<file path="config.mk">
export PLATFORM = sky130hd
export DESIGN_NAME = spi_fsm
export DESIGN_NICKNAME = d
export VERILOG_FILES = /design/src/rtl/spi_fsm.sv
export SDC_FILE = /design/constraint.sdc
export NUM_CORES = 1
export LEC_CHECK = 0
export ABC_AREA = 0
export BUFFER_PORTS_ARGS = -buffer_cell sky130_fd_sc_hd__buf_4
export CAP_MARGIN = 20
export CORE_MARGIN = 2
export CORE_UTILIZATION = 45
export CTS_CLUSTER_SIZE = 16
export DETAILED_ROUTE_END_ITERATION = 16
export HOLD_SLACK_MARGIN = 0.05
export PLACE_DENSITY = 0.73
export SLEW_MARGIN = 0
export SYNTH_ARGS = -nofsm -noshare
export SYNTH_HDL_FRONTEND = slang
export SYNTH_SLANG_ARGS = --single-unit
</file>
<file path="constraint.sdc">
create_clock -name i_clk -period 5.2 [get_ports i_clk]
set_input_delay 1.04 -clock i_clk [delete_from_list [all_inputs] [get_ports i_clk]]
set_output_delay 1.04 -clock i_clk [all_outputs]
set_load 0.02 [all_outputs]
</file>
<file path="src/rtl/spi_fsm.sv">
// spi_fsm: transaction controller for the SPI memory.
//
// Sequences one transaction made of two WIDTH-bit frames. The first frame carries the address in
// [WIDTH-1:1] and the R/W flag in bit 0 (1 = read). The second frame carries the data. Each
// transaction drives address capture, then either a memory write or a read-back load into the
// shift register, and enables the MISO buffer while read data is shifted out.
//
// Ports:
//   i_clk          FPGA clock; all logic on its rising edge
//   i_reset_n      synchronous active-low reset
//   i_cs_cond      conditioned chip select, active low
//   i_sclk_pos     one-clk pulse per conditioned SCLK rising edge
//   i_shift_reg_p  shift register parallel output
//   o_addr_we      address latch write enable
//   o_dm_we        data memory write enable
//   o_sr_we        shift register parallel-load enable
//   o_miso_buff    MISO tri-state enable (1 = drive)
//   o_dbg_state    state code for debug LEDs
//
// Build option: define SPI_FSM_DEBUG_EN to drive o_dbg_state from a registered copy of the
// state code. Without it, o_dbg_state is tied to 3'b000.

module spi_fsm #(
   parameter int unsigned WIDTH = 8
) (
   input  logic             i_clk,
   input  logic             i_reset_n,
   input  logic             i_cs_cond,
   input  logic             i_sclk_pos,
   input  logic [WIDTH-1:0] i_shift_reg_p,
   output logic             o_addr_we,
   output logic             o_dm_we,
   output logic             o_sr_we,
   output logic             o_miso_buff,
   output logic [2:0]       o_dbg_state
);

   localparam int unsigned CntW = $clog2(WIDTH) + 1;

   typedef enum logic [2:0] {
      StIdle        = 3'd0,
      StGetAddr     = 3'd1,
      StGotAddr     = 3'd2,
      StReadLoad    = 3'd3,
      StReadShift   = 3'd4,
      StWriteGet    = 3'd5,
      StWriteCommit = 3'd6,
      StDone        = 3'd7
   } state_e;

   state_e            r_state;
   state_e            w_state_d;
   logic [CntW-1:0]   r_cnt;
   logic [CntW-1:0]   w_cnt_d;
   logic              w_last_pulse;
   logic              r_addr_we;
   logic              r_dm_we;
   logic              r_sr_we;
   logic              r_miso_buff;
   logic              w_unused;

   // Only the R/W flag is decoded here; the rest of the frame goes to the address latch and memory.
   assign w_unused     = ^i_shift_reg_p[WIDTH-1:1];
   assign w_last_pulse = i_sclk_pos && (r_cnt == CntW'(WIDTH - 1));

   always_comb begin
      w_state_d = r_state;
      w_cnt_d   = r_cnt;
      case (r_state)
         StIdle: begin
            if (!i_cs_cond) w_state_d = StGetAddr;
         end
         StGetAddr, StReadShift, StWriteGet: begin
            if (w_last_pulse) begin
               case (r_state)
                  StGetAddr:   w_state_d = StGotAddr;
                  StReadShift: w_state_d = StDone;
                  default:     w_state_d = StWriteCommit;
               endcase
            end else if (i_sclk_pos) begin
               w_cnt_d = r_cnt + CntW'(1);
            end
         end
         StGotAddr: begin
            w_state_d = i_shift_reg_p[0] ? StReadLoad : StWriteGet;
         end
         StReadLoad:    w_state_d = StReadShift;
         StWriteCommit: w_state_d = StDone;
         StDone:        w_state_d = StDone;
         default:       w_state_d = StIdle;
      endcase
      // CS release aborts from anywhere, overriding a same-cycle final pulse or pending commit.
      if (r_state != StIdle && i_cs_cond) w_state_d = StIdle;
      if (w_state_d != r_state) w_cnt_d = '0;
   end

   // Outputs are decoded from the next state and registered so they line up with the state.
   always_ff @(posedge i_clk) begin
      if (!i_reset_n) begin
         r_state     <= StIdle;
         r_cnt       <= '0;
         r_addr_we   <= 1'b0;
         r_dm_we     <= 1'b0;
         r_sr_we     <= 1'b0;
         r_miso_buff <= 1'b0;
      end else begin
         r_state     <= w_state_d;
         r_cnt       <= w_cnt_d;
         r_addr_we   <= (w_state_d == StGotAddr);
         r_dm_we     <= (w_state_d == StWriteCommit);
         r_sr_we     <= (w_state_d == StReadLoad);
         r_miso_buff <= (w_state_d == StReadLoad) || (w_state_d == StReadShift);
      end
   end

   assign o_addr_we   = r_addr_we;
   assign o_dm_we     = r_dm_we;
   assign o_sr_we     = r_sr_we;
   assign o_miso_buff = r_miso_buff;

`ifdef SPI_FSM_DEBUG_EN
   logic [2:0] r_dbg_state;

   always_ff @(posedge i_clk) begin
      if (!i_reset_n) begin
         r_dbg_state <= 3'd0;
      end else begin
         r_dbg_state <= w_state_d;
      end
   end

   assign o_dbg_state = r_dbg_state;
`else
   assign o_dbg_state = 3'b000;
`endif

endmodule

</file>
### After elaboration in Yosys (flattened, before gate mapping)

Cells that the tools add are included.

| operators by class | value |
|---|---|
| add/sub/neg operators | 1 |
| eq/ne operators | 13 |
| multiplexer cells | 6 |
| bitwise operators | 2 |
| reductions and logical operators | 9 |

Operators by type and width:

| operator | count |
|---|---|
| 3-bit equality test, second input constant | 6 |
| 3-bit case mux with 5 select lines | 1 |
| 3-bit by 2-bit equality test with 1-bit output, second input constant | 4 |
| 3-bit two-way mux | 4 |
| 3-bit case mux with 2 select lines | 1 |
| 4-bit by 1-bit adder with 4-bit output, second input constant | 1 |
| 4-bit by 3-bit equality test with 1-bit output, second input constant | 1 |
| 2-bit OR reduction | 2 |
| 3-bit by 1-bit equality test with 1-bit output, second input constant | 1 |
| 3-bit zero test | 1 |
| 3-bit != test | 1 |
| 3-bit AND reduction | 1 |
| 3-bit nonzero test | 1 |
| 3-bit OR reduction | 1 |
| 1-bit logical AND | 2 |
| 1-bit NOT | 2 |
| 1-bit logical OR | 1 |

| storage, ports and cells | value |
|---|---|
| flip-flop bits (word level) | 11 |
| output and inout bits | 7 |
| logic and storage cells | 37 |

### Longest topological paths before layout

| depth | value |
|---|---|
| word-level depth | 7 |
| gate-level depth with buffers | 5 |

### Worst setup path after synthesis

Ideal clock, no wire load.

| timing | value |
|---|---|
| kind | input-to-reg |
| from | input i_sclk_pos |
| to | register r_sr_we (netlist: o_sr_we) |
| setup time | 87 ps |
| arrival time | 2052 ps |
| path slack | 3061 ps |
| cell stages on the path | 4 |
| path buffers | 0 |
| cell sequence | and4b_2 mux2_4 a211oi_4 nor4b_4 |

| on the way | value |
|---|---|
| cells in the longest elaborated chain, start to end | 5 |

Ends and longest elaborated chain:

| item | line | text |
|---|---|---|
| start: declaration | 29 | `input logic i_sclk_pos,` |
| 1-bit logical AND | 64 | `assign w_last_pulse = i_sclk_pos && (r_cnt == CntW'(WIDTH - 1));` |
| 3-bit two-way mux | 74 | `if (w_last_pulse) begin` |
| 3-bit case mux with 5 select lines | 69 | `case (r_state)` |
| 3-bit two-way mux | 93 | `if (r_state != StIdle && i_cs_cond) w_state_d = StIdle;` |
| 3-bit by 2-bit equality test with 1-bit output | 111 | `r_sr_we <= (w_state_d == StReadLoad);` |
| end signal: assignment | 111 |  |
| end: declaration | 58 | `logic r_sr_we;` |

Every way passes these cells.
A chain may end at the register's enable or synchronous reset.

### Worst setup path in the final report

Ends and elaborated chain as after synthesis.

==> results.sh <==
export IMPL_outcome="complete, no violations"
export IMPL_post_route_period_util=0.3940
export IMPL_postLayoutSetupSlackWorst_ns=3.151
export IMPL_syn_area_sq_um=640.6
export IMPL_slew_headroom=0.6581
export IMPL_reg2reg_slack_ns=3.47
export IMPL_grt_usage=0.1418
export IMPL_areaGrowthSynthToFinish_pct=9.375
export IMPL_final_design_area_no_fill_sq_um=700.7
export IMPL_worst_setup_hold_path_clk_slew_ns=0.07
export IMPL_power_per_cell_area_mw_per_mm2=224.9
export IMPL_report_final_slew_viol_count=0
export IMPL_pre_cts_slack_ns=2.868
export IMPL_cell_types_with_the_largest_area_share_after_synthesis="sky130_fd_sc_hd__dfxtp_1, sky130_fd_sc_hd__buf_4, sky130_fd_sc_hd__a2111oi_4, sky130_fd_sc_hd__nor2_1, sky130_fd_sc_hd__a21oi_1"
export IMPL_dr_total_vias=477
export IMPL_io_pins=19
export IMPL_finalWorstPathRequiredPeriod_ns=2.049
export IMPL_insertion_delay_ns=0.26
export IMPL_holdCritPathClass="reg2reg"
export IMPL_drtIter0Drc=17
export IMPL_grt_setup_unrepaired="no"
export IMPL_yosysTopAreaCellShare=0.3438
export IMPL_worst_endpoint_required_ns=5.38
export IMPL_worstSetupEndpointType="flop"
export IMPL_timing_final_hold_violations=0
export IMPL_whs_path_depth=1
export IMPL_worst_slew_pin_slew_ns=0.5122
export IMPL_crit_reg2reg_launch="r_cnt[0]$_SDFFE_PP0P_"
export IMPL_finish_cell_count_without_fillers=87
export IMPL_place_detailed_hpwl_um=819.5
export IMPL_static_leakage_power_nw=0.2523
export IMPL_ctsHtreeMaxLevel=1
export IMPL_cts_made_buffers=3
export IMPL_design_final_nets=86
export IMPL_post_drt_wl_per_cell_um=12.20
export IMPL_start_kind="input pin"
export IMPL_placement_cell_area_sq_um=674.4
export IMPL_worst_hold_path_endpoint="r_cnt[2]$_SDFFE_PP0P_"
export IMPL_grt_start_max_net_pins=12
export IMPL_path_max_fanout=6
export IMPL_place_detailed_instances=83
export IMPL_worstReg2RegEnd="o_sr_we$_SDFF_PN0_"
export IMPL_grt_remaining_overflow=0
export IMPL_worst_hold_startpoint="r_cnt[3]$_SDFFE_PP0P_"
export IMPL_cts_root_to_sink_buffers=2
export IMPL_row_count=13
export IMPL_netlist_instances=64
export IMPL_timing_critical_path_arrival_ns=2.23
export IMPL_dieArea_sq_mm=0.001741
export IMPL_clock_sinks=11
export IMPL_first_global_vias=451
export IMPL_antenna_violating_nets_post_route=0
export IMPL_maxCapViolCount=0
export IMPL_synth_largest_area_cell="sky130_fd_sc_hd__dfxtp_1"
export IMPL_cts_root_buf="sky130_fd_sc_hd__clkbuf_4"
export IMPL_antennaDiodeCount=0
export IMPL_cts_setup_buffers=0
export IMPL_floorplan_core_area_sq_mm=0.001318
export IMPL_rr_worst_depth=5
export IMPL_synth_area_per_cell_sq_um=10.01
export IMPL_timing_final_setup_violations=0
export IMPL_fmax_ghz=0.4881
export IMPL_die_h_um=41.73
export IMPL_clock_skew_ns=0.001308
export IMPL_dr_pass1_iters=5
export IMPL_cts_tree="done"
export IMPL_setup_tns_ns=0
export IMPL_grt_antenna_before_repair=0
export IMPL_share_of_layout_cells_above_drive_strength_1=0.2917
export IMPL_wirelength_um=1061
export IMPL_setup_worst_path_class="in2reg"
export IMPL_postCtsHoldBufs=0
export IMPL_power_ir_vdd_worst_mv=0.1543
export IMPL_detail_route_drc_violations=0
export IMPL_initial_utilization=0.4862
export IMPL_viasPerCell=5.483
export IMPL_chipWidth_um=41.73
export IMPL_synth_yosys_seq_area_share=0.3437
export IMPL_global_route_wire_length_before_repair_um=1918
export IMPL_ys_ff_latch=11
export IMPL_routabilityCongestion=0.7260
export IMPL_synth_lib_cells_used_distinct=35
export IMPL_synthesis_warning_total=0
export IMPL_ctsResizeCount=0
export IMPL_number_of_buffers_inserted_by_port_buffering=8
synthesized netlist by cell type:
cell type,n
sky130_fd_sc_hd__xnor2_1,1
sky130_fd_sc_hd__inv_2,1
sky130_fd_sc_hd__a311oi_1,1
sky130_fd_sc_hd__dfxtp_1,11
sky130_fd_sc_hd__and2_1,2
sky130_fd_sc_hd__mux2_4,1
sky130_fd_sc_hd__nor2_1,7
sky130_fd_sc_hd__nand3b_1,1
sky130_fd_sc_hd__buf_6,2
sky130_fd_sc_hd__and4b_2,1
sky130_fd_sc_hd__o21ai_0,1
sky130_fd_sc_hd__nand3_1,1
sky130_fd_sc_hd__o221ai_2,1
sky130_fd_sc_hd__nand2_1,1
sky130_fd_sc_hd__nor4b_4,1
sky130_fd_sc_hd__inv_1,3
sky130_fd_sc_hd__a21oi_1,5
sky130_fd_sc_hd__o41ai_1,1
sky130_fd_sc_hd__nand2b_1,1
sky130_fd_sc_hd__a211oi_4,1
sky130_fd_sc_hd__or2_2,1
sky130_fd_sc_hd__nor4_1,1
sky130_fd_sc_hd__inv_4,1
sky130_fd_sc_hd__a2111oi_4,1
sky130_fd_sc_hd__ha_1,1
sky130_fd_sc_hd__a31oi_1,2
sky130_fd_sc_hd__conb_1,1
sky130_fd_sc_hd__buf_4,4
sky130_fd_sc_hd__mux2i_1,1
sky130_fd_sc_hd__nand4b_1,1
sky130_fd_sc_hd__a41o_1,1
sky130_fd_sc_hd__nor4_4,1
sky130_fd_sc_hd__or3b_1,1
sky130_fd_sc_hd__o22ai_1,1
sky130_fd_sc_hd__nor3_1,2
placed cells by master, fill, tap and decap left out:
cell type,instances
sky130_fd_sc_hd__a211oi_4,1
sky130_fd_sc_hd__o41ai_1,1
sky130_fd_sc_hd__conb_1,3
sky130_fd_sc_hd__clkbuf_1,1
sky130_fd_sc_hd__nand3_1,1
sky130_fd_sc_hd__nor4_4,1
sky130_fd_sc_hd__ha_1,1
sky130_fd_sc_hd__o21ai_0,1
sky130_fd_sc_hd__and2_1,2
sky130_fd_sc_hd__o221ai_2,1
sky130_fd_sc_hd__a31oi_1,2
sky130_fd_sc_hd__nand3b_1,1
sky130_fd_sc_hd__xnor2_1,1
sky130_fd_sc_hd__nand4b_1,1
sky130_fd_sc_hd__nor4_1,1
sky130_fd_sc_hd__inv_2,1
sky130_fd_sc_hd__or2_2,1
sky130_fd_sc_hd__a2111oi_4,1
sky130_fd_sc_hd__o22ai_1,1
sky130_fd_sc_hd__mux2i_1,1
sky130_fd_sc_hd__a41o_1,1
sky130_fd_sc_hd__nand2b_1,1
sky130_fd_sc_hd__inv_1,3
sky130_fd_sc_hd__buf_4,8
sky130_fd_sc_hd__nor4b_4,1
sky130_fd_sc_hd__a311oi_1,1
sky130_fd_sc_hd__clkbuf_4,3
sky130_fd_sc_hd__dfxtp_1,11
sky130_fd_sc_hd__nor2_1,7
sky130_fd_sc_hd__mux2_4,1
sky130_fd_sc_hd__a21oi_1,5
sky130_fd_sc_hd__or3b_1,1
sky130_fd_sc_hd__nand2_1,1
sky130_fd_sc_hd__and4b_2,1
sky130_fd_sc_hd__nor3_1,2
sky130_fd_sc_hd__inv_4,1
power by group:
part           switching [mW]  internal, mW
sequential            0.00161        0.0848
clock                  0.0273        0.0297
combinational         0.00815       0.00608
total                  0.0370         0.121
through the flow:
stage               hold WS (ns)    util  power, mW
finish                    0.4791  0.5318     0.1576
global route              0.5133  0.5318     0.1657
CTS                       0.4775  0.5318     0.1607
detailed placement        0.4742  0.5119     0.1026
global placement          0.4567  0.5119     0.1025
floorplan                 0.4401       -     0.1005
layer usage:
metal | share of wire | vias to the layer above | GRT usage
met5 | 0 | - | 0
met4 | 0.013 | 0 | 0.03871
met3 | 0.068 | 4 | 0.06522
met2 | 0.48 | 17 | 0.2344
met1 | 0.44 | 215 | 0.1636
li1 | - | 241 | -
area by class of cell:
| cell class | instances | area [sq um] |
|---|---|---|
| multi-input cells | 44 | 354.1 |
| repair buffers | 8 | 60.06 |
| clock buffers | 4 | 26.28 |
| inverters | 5 | 21.27 |
| flip-flops and latches | 11 | 220.2 |
| well taps | 15 | 18.77 |
| fillers | 127 | 616.8 |
flip-flops by register name (all words and copies together), names as in the netlist:
register / count
r_cnt: 4
r_state: 3
o_addr_we: 1
o_dm_we: 1
o_miso_buff: 1
o_sr_we: 1
how the worst max path moves through the flow:
stage	start	end
after detailed placement	i_sclk_pos	o_sr_we$_SDFF_PN0_
after floorplan	i_sclk_pos	o_sr_we$_SDFF_PN0_
after CTS	i_sclk_pos	o_sr_we$_SDFF_PN0_
after global placement	i_sclk_pos	o_sr_we$_SDFF_PN0_
after global routing	i_sclk_pos	o_sr_we$_SDFF_PN0_
final	i_sclk_pos	o_sr_we$_SDFF_PN0_
kinds of logic after synthesis:
logic type               after synthesis  synth area share
AO/OA/AOI/OAI                         15            0.2168
XOR/XNOR                               1           0.01367
adder cells (fa/ha/maj)                1           0.01953
buffers and inverters                 11            0.1152
flip-flops                            11            0.3437
multiplexers                           2           0.03906
other                                  1          0.005854
AND/OR/NAND/NOR                       22            0.2461
worst max-delay path, stage by stage:
cell and delay (ns):
sky130_fd_sc_hd__buf_4 0.11, sky130_fd_sc_hd__and4b_2 0.29, sky130_fd_sc_hd__mux2_4 0.29, sky130_fd_sc_hd__a211oi_4 0.29, sky130_fd_sc_hd__nor4b_4 0.22
Note: power is estimated with default switching activity, not from simulation.
